<file path="config.mk">
export PLATFORM = sky130hd
export DESIGN_NAME = tff_toggle_sched_flat
export DESIGN_NICKNAME = d
export VERILOG_FILES = /design/src/rtl/tff_toggle_sched_if.sv /design/src/rtl/tff_toggle_sched.sv /design/src/flat_wrapper.sv
export SDC_FILE = /design/constraint.sdc
export NUM_CORES = 1
export LEC_CHECK = 0
export ABC_AREA = 1
export BUFFER_PORTS_ARGS = -buffer_cell sky130_fd_sc_hd__buf_4
export CORE_MARGIN = 4
export CORE_UTILIZATION = 40
export DETAILED_ROUTE_END_ITERATION = 10
export SLEW_MARGIN = 0
export SYNTH_ARGS = -nofsm -noshare
export SYNTH_HDL_FRONTEND = slang
export SYNTH_SLANG_ARGS = --single-unit
</file>
<file path="constraint.sdc">
create_clock -name clk -period 1.7 [get_ports clk]
set_clock_uncertainty 0.05 [all_clocks]
set_input_delay 0.17 -clock clk [delete_from_list [all_inputs] [get_ports clk]]
set_output_delay 0.17 -clock clk [all_outputs]
set_load 0.01 [all_outputs]
</file>
<file path="src/rtl/tff_toggle_sched_if.sv">
// Bus between the T-flip-flop bank scheduler and its clients/bank.
// The master side is the scheduler; the slave side is the client logic
// plus the bank's q feedback.
// Optional build macro: TFF_SCHED_CHECK_EN adds the sticky err signal.
interface tff_toggle_sched_if #(
  parameter int NREQ  = 4,
  parameter int WIDTH = 8
);
  localparam int IDW = $clog2(NREQ);

  logic [NREQ-1:0]       req;
  logic [NREQ*WIDTH-1:0] mask;
  logic [WIDTH-1:0]      t_out;
  logic [NREQ-1:0]       ack;
  logic [IDW-1:0]        grant_id;
  logic                  busy;
  logic [WIDTH-1:0]      q_in;
`ifdef TFF_SCHED_CHECK_EN
  logic                  err;
`endif

`ifdef TFF_SCHED_CHECK_EN
  modport master (
    input  req, mask, q_in,
    output t_out, ack, grant_id, busy, err
  );

  modport slave (
    output req, mask, q_in,
    input  t_out, ack, grant_id, busy, err
  );
`else
  modport master (
    input  req, mask, q_in,
    output t_out, ack, grant_id, busy
  );

  modport slave (
    output req, mask, q_in,
    input  t_out, ack, grant_id, busy
  );
`endif

endinterface

</file>
<file path="src/rtl/tff_toggle_sched.sv">
// Round-robin scheduler sharing one bank of WIDTH T flip-flops among NREQ
// requesters. Each grant runs IDLE -> TOGGLE -> ACK: the captured mask is
// driven on t_out for one cycle, then the winner gets a one-cycle ack.
// All outputs are registered; rst is asynchronous and active-low.
// Optional build macro: TFF_SCHED_CHECK_EN snapshots q at grant and flags a
// sticky err if the bank did not end up at snapshot ^ mask.
module tff_toggle_sched #(
  parameter int NREQ  = 4,
  parameter int WIDTH = 8
) (
  input  logic                clk,
  input  logic                rst,
  tff_toggle_sched_if.master  bus
);

  localparam int IDW = $clog2(NREQ);
  localparam int SW  = IDW + 1;

  typedef enum logic [1:0] {
    IDLE   = 2'd0,
    TOGGLE = 2'd1,
    ACK    = 2'd2
  } state_e;

  state_e           state_q, state_d;
  logic [IDW-1:0]   rr_ptr_q, rr_ptr_d;
  logic [IDW-1:0]   grant_id_q, grant_id_d;
  logic [WIDTH-1:0] t_out_q, t_out_d;
  logic [WIDTH-1:0] mask_r_q, mask_r_d;
  logic [NREQ-1:0]  ack_q, ack_d;
  logic             busy_q, busy_d;

  // Per-requester view of the flat mask bus.
  logic [WIDTH-1:0] mask_a [NREQ];

  for (genvar i = 0; i < NREQ; i++) begin : g_mask
    assign mask_a[i] = bus.mask[i*WIDTH +: WIDTH];
  end

  logic             pick_vld;
  logic [IDW-1:0]   pick_id;
  logic [WIDTH-1:0] pick_mask;
  logic [SW-1:0]    scan_sum;
  logic [IDW-1:0]   scan_idx;

  // Round-robin pick: first asserted req scanning up from rr_ptr, wrapping.
  always_comb begin
    pick_vld  = 1'b0;
    pick_id   = '0;
    pick_mask = '0;
    scan_sum  = '0;
    scan_idx  = '0;
    for (int k = 0; k < NREQ; k++) begin
      scan_sum = {1'b0, rr_ptr_q} + SW'(k);
      if (scan_sum >= SW'(NREQ)) begin
        scan_sum = scan_sum - SW'(NREQ);
      end
      scan_idx = scan_sum[IDW-1:0];
      if (!pick_vld && bus.req[scan_idx]) begin
        pick_vld  = 1'b1;
        pick_id   = scan_idx;
        pick_mask = mask_a[scan_idx];
      end
    end
  end

  // Sequence FSM next state and registered-output next values.
  always_comb begin
    state_d    = state_q;
    rr_ptr_d   = rr_ptr_q;
    grant_id_d = grant_id_q;
    mask_r_d   = mask_r_q;
    t_out_d    = '0;
    ack_d      = '0;
    unique case (state_q)
      IDLE: begin
        // req is only looked at here, so later req/mask changes are ignored.
        if (pick_vld) begin
          state_d    = TOGGLE;
          grant_id_d = pick_id;
          mask_r_d   = pick_mask;
          t_out_d    = pick_mask;
        end
      end
      TOGGLE: begin
        state_d             = ACK;
        ack_d[grant_id_q]   = 1'b1;
      end
      ACK: begin
        state_d  = IDLE;
        rr_ptr_d = (grant_id_q == IDW'(NREQ - 1)) ? '0 : grant_id_q + IDW'(1);
      end
      default: begin
        state_d = IDLE;
      end
    endcase
    busy_d = (state_d != IDLE);
  end

  // Control state and outputs; async reset clears t_out/ack immediately.
  always_ff @(posedge clk or negedge rst) begin
    if (!rst) begin
      state_q    <= IDLE;
      rr_ptr_q   <= '0;
      grant_id_q <= '0;
      t_out_q    <= '0;
      ack_q      <= '0;
      busy_q     <= 1'b0;
    end else begin
      state_q    <= state_d;
      rr_ptr_q   <= rr_ptr_d;
      grant_id_q <= grant_id_d;
      t_out_q    <= t_out_d;
      ack_q      <= ack_d;
      busy_q     <= busy_d;
    end
  end

  // Captured mask is pure data and is always rewritten at grant.
  always_ff @(posedge clk) begin
    mask_r_q <= mask_r_d;
  end

  assign bus.t_out    = t_out_q;
  assign bus.ack      = ack_q;
  assign bus.grant_id = grant_id_q;
  assign bus.busy     = busy_q;

`ifdef TFF_SCHED_CHECK_EN
  logic [WIDTH-1:0] q_snap_q, q_snap_d;
  logic             err_q, err_d;

  // Snapshot at grant; in ACK the bank must read back snapshot ^ mask.
  always_comb begin
    q_snap_d = q_snap_q;
    err_d    = err_q;
    if (state_q == IDLE && pick_vld) begin
      q_snap_d = bus.q_in;
    end
    if (state_q == ACK && bus.q_in != (q_snap_q ^ mask_r_q)) begin
      err_d = 1'b1;
    end
  end

  // Sticky error flag, cleared only by reset.
  always_ff @(posedge clk or negedge rst) begin
    if (!rst) begin
      err_q <= 1'b0;
    end else begin
      err_q <= err_d;
    end
  end

  // Snapshot register is data and needs no reset.
  always_ff @(posedge clk) begin
    q_snap_q <= q_snap_d;
  end

  assign bus.err = err_q;
`else
  // Bank feedback only matters for the readback check.
  logic unused_q_in;
  assign unused_q_in = ^bus.q_in;
`endif

endmodule

</file>
<file path="src/flat_wrapper.sv">
// flat-port wrapper written by rule: the top's interface ports become plain ports
module tff_toggle_sched_flat 
#(
  parameter int NREQ  = 4,
  parameter int WIDTH = 8
)
  (clk, rst, bus_req, bus_mask, bus_q_in, bus_t_out, bus_ack, bus_grant_id, bus_busy);
  tff_toggle_sched_if #(.NREQ(NREQ), .WIDTH(WIDTH)) bus_i ();
  input  logic clk;
  input  logic rst;
  input wire logic [$bits(bus_i.req)-1:0] bus_req;
  input wire logic [$bits(bus_i.mask)-1:0] bus_mask;
  input wire logic [$bits(bus_i.q_in)-1:0] bus_q_in;
  output wire logic [$bits(bus_i.t_out)-1:0] bus_t_out;
  output wire logic [$bits(bus_i.ack)-1:0] bus_ack;
  output wire logic [$bits(bus_i.grant_id)-1:0] bus_grant_id;
  output wire logic [$bits(bus_i.busy)-1:0] bus_busy;
  assign bus_i.req = bus_req;
  assign bus_i.mask = bus_mask;
  assign bus_i.q_in = bus_q_in;
  assign bus_t_out = bus_i.t_out;
  assign bus_ack = bus_i.ack;
  assign bus_grant_id = bus_i.grant_id;
  assign bus_busy = bus_i.busy;
  tff_toggle_sched #(.NREQ(NREQ), .WIDTH(WIDTH)) u_core (.clk(clk), .rst(rst), .bus(bus_i));
endmodule
</file>
==> results.yml <==
sta:
  holdWs_ns: 0.2722
  grt_setup_unrepaired: "true"
  tightest_slew_ns: 0.3580
  tns_ns: -0.06231
  hold_viol: 0
  slew_violations: 0
  fin_crit_sh_pct: 102.4
  timing.fmax_mhz: 574.2
  setup_viol: 2
  finalCriticalPeriod_ns: 1.742
  postLayoutSetupSlackWorst_ns: -0.04157
  slew-limit-headroom_pct: 75.88
grt:
  grt-ovfl-total: 0
  antenna_found_initial: 0
  gr-usage-met1_pct: 23.76
  grt_pass1_wl_mm: 8.562
  met3_usage_pct: 1.814
  busiest_layer: "met2"
  grt_pass1_vias: 1926
  grt_max_degree: 35
  grt_usage_pct: 16.72
  use_met2_pct: 27.16
floorplan:
  io_pins: 61
  core_um2: 4786
  chipWidth_um: 78.72
  die_h_um: 78.72
  rows: 25
  initial_core_util_pct: 41.80
  dieArea_um2: 6197
synth:
  synth_fa_ha_area_share_pct: 2.502
  synth-simple-area-share_pct: 42.28
  ys_top_cells_by_count: "nand2_1, o21ai_0, inv_1"
  synth_top_family_by_area: "simple AND/OR/NAND/NOR gates"
  synth.top_cell.area_share_pct: 24.58
  yosysWarnings: 0
  synth_edf_count: 0
  syn_area_um2: 2001
  synth_area_leaders: "nand2_1, dfrtp_1, o21ai_0, inv_1, nor2_1"
  synth-xor-area-share_pct: 0
  synth_compound_area_share_pct: 18.01
  ys_ff_latch: 19
  synthMuxAreaShare_pct: 0.5003
  yosysMostFrequentCell: "nand2_1"
  synth_nets: 391
  yosysTopAreaCell: "nand2_1"
  avgSynthCellArea_um2: 5.867
  ys_types: 26
  seq_area_frac_synth_pct: 23.76
  async_reset_ff_share_pct: 100.0
  ys.flop_type: "dfrtp_1"
  syn_inst: 341
power_and_ir_drop:
  peakVddDrop_mv: 0.6972
  power_density_nw_per_um2: 2006
  power_leakage_nw: 1.477
  power_w: 0.005537
layout:
  stdcell_count: 473
  diodes: 0
  area_delta_synth_final_pct: 37.96
  multi_input_area_um2: 1338
  num-fill-cells: 505
  layout.nets: 457
  drive_above_1_share_pct: 28.82
  fin_util_pct: 57.67
  ff_latch_area_um2: 476.7
critical_path:
  ff2ff_setup_slack_ns: -0.04
  path_max_fanout: 5
  worstPathArrival_ns: 1.83
  r2r_cells: 11
  crit_path_start_kind: "flop"
  critPathLaunch: "u_core.rr_ptr_q[0]$_DFFE_PN0N_"
  crit_slowest_cell: "dfrtp_2"
  worstPathRequired_ns: 1.78
  path_class: "flop to flop"
  slowest_delay_ns: 0.45
  crit_path_cell_trace: "clkbuf_16 > nand2_2 > nand3_2 > nand2_4 > buf_4 > nor2_2 > nand2_1 > nand2_1 > nand2_1 > nor2_1 > nor2_1"
  reg2reg_from: "u_core.rr_ptr_q[0]$_DFFE_PN0N_"
  cpMostUsedCell: "nand2_1"
  endpoint_kind: "flop"
placement:
  hpwl_mm: 4.197
  numPortBuffers: 52
  dp.cells: 464
  gp_congestion: 0.8461
detailed_routing:
  dr.pass1.iters: 4
  first_iter_violations: 61
  wl_per_cell_um: 11.38
  drc: 0
  via_per_inst: 4.666
  wl_mm: 5.383
  ant_nets: 0
  num_vias: 2207
cts:
  cts_tree: "done"
  clock_latency_ns: 0.25
  clk_pin_slew_ns: 0.06
  cts_htree_levels: 1
  cts_buffers: 3
  root_buffer: "clkbuf_8"
  clock_sinks: 19
  cts_max_path_buffers: 2
run:
  drv_cap: 0
outcome:
  violations: "negative setup slack"
  status: "complete, but fails checks"
worst_hold_path:
  worstHoldPathType: "input pin to asynchronous set/reset pin"
-- report_power, final --
part	leakage, nW	internal, W	switching, W
Combinational	1.21	0.00186	0.00262
Clock	0.0228	0.000166	0.000128
Sequential	0.243	0.000635	0.000130
-- critical path, delay by kind of cell, from the launching register on --
kind | cells | cell delay (ns)
DFF | 1 | 0.45
buffers and inverters | 2 | 0.33
and+or+nand+nor | 9 | 0.78
-- timing repair --
action                     4_1_cts  5_1_grt
resized for setup                1       34
setup endpoints to repair        3       11
setup buffers                    1        0
hold endpoints to repair        19        0
hold buffers                     1        0
pin swaps                        0       11
cloned                           0        3
-- kinds of logic (layout without fill, tap and decap cells) --
group	after synthesis	after routing
adder cells (fa/ha/maj)	4	4
AO/OA/AOI/OAI	69	69
buffers and inverters	52	117
AND/OR/NAND/NOR	196	196
multiplexers	1	1
flip-flops	19	19
-- layout make-up --
class,instances,share of cell area [%]
Tap cell,67,3.037
Inverter,36,5.077
Clock buffer,4,1.632
Sequential cell,19,17.27
Timing Repair Buffer,77,24.52
Multi-Input combinational cell,270,48.46
-- registers in the layout (all words and copies together) (netlist names) --
register and count:
u_core.bus.ack 4, u_core.bus.busy 1, u_core.bus.grant_id 2, u_core.rr_ptr_q 2, u_core.bus.t_out 8, u_core.state_q 2
-- per-stage QoR --
step | cell area, um2 | setup WS, ns
floorplan | 2001 | 0.2336
global placement | 2529 | 0.03048
detailed placement | 2529 | -0.01320
CTS | 2595 | 0.002351
global route | 2760 | -0.1366
finish | 2760 | -0.04157
-- routing by layer --
layer | vias up | routed length [um] | share of wire [%]
met2 | 44 | 2450 | 46
li1 | 1214 | - | -
met5 | - | 0 | 0
met3 | 2 | 238 | 4.4
met1 | 947 | 2681 | 50
met4 | 0 | 13 | 0.24
-- cell usage in the layout, fill, tap and decap left out, types with 2 or more instances in the layout --
cell type  count
buf_8          2
nand2_2       13
nand3_1       18
o211ai_1       3
buf_4         68
inv_2          4
nand2_1      122
nor2_1        25
clkbuf_8       3
o21ai_1       11
o22ai_1        3
nor2_4         2
clkbuf_16      3
buf_12         2
dfrtp_1       18
nand2_4        8
nand3_2        4
o21ai_0       48
inv_4          2
inv_1         30
ha_1           4
nor2_2         2
-- worst paths after layout --
kind,endpoint
min,u_core.rr_ptr_q[1]$_DFFE_PN0N_
max reg2reg,u_core.bus.t_out[0]$_DFF_PN0_
min in group clk,u_core.bus.grant_id[1]$_DFFE_PN0P_
max,u_core.bus.t_out[0]$_DFF_PN0_
min reg2reg,u_core.state_q[1]$_DFF_PN0_
max in group asynchronous,u_core.rr_ptr_q[0]$_DFFE_PN0N_
(Power assumes the default switching activity.)
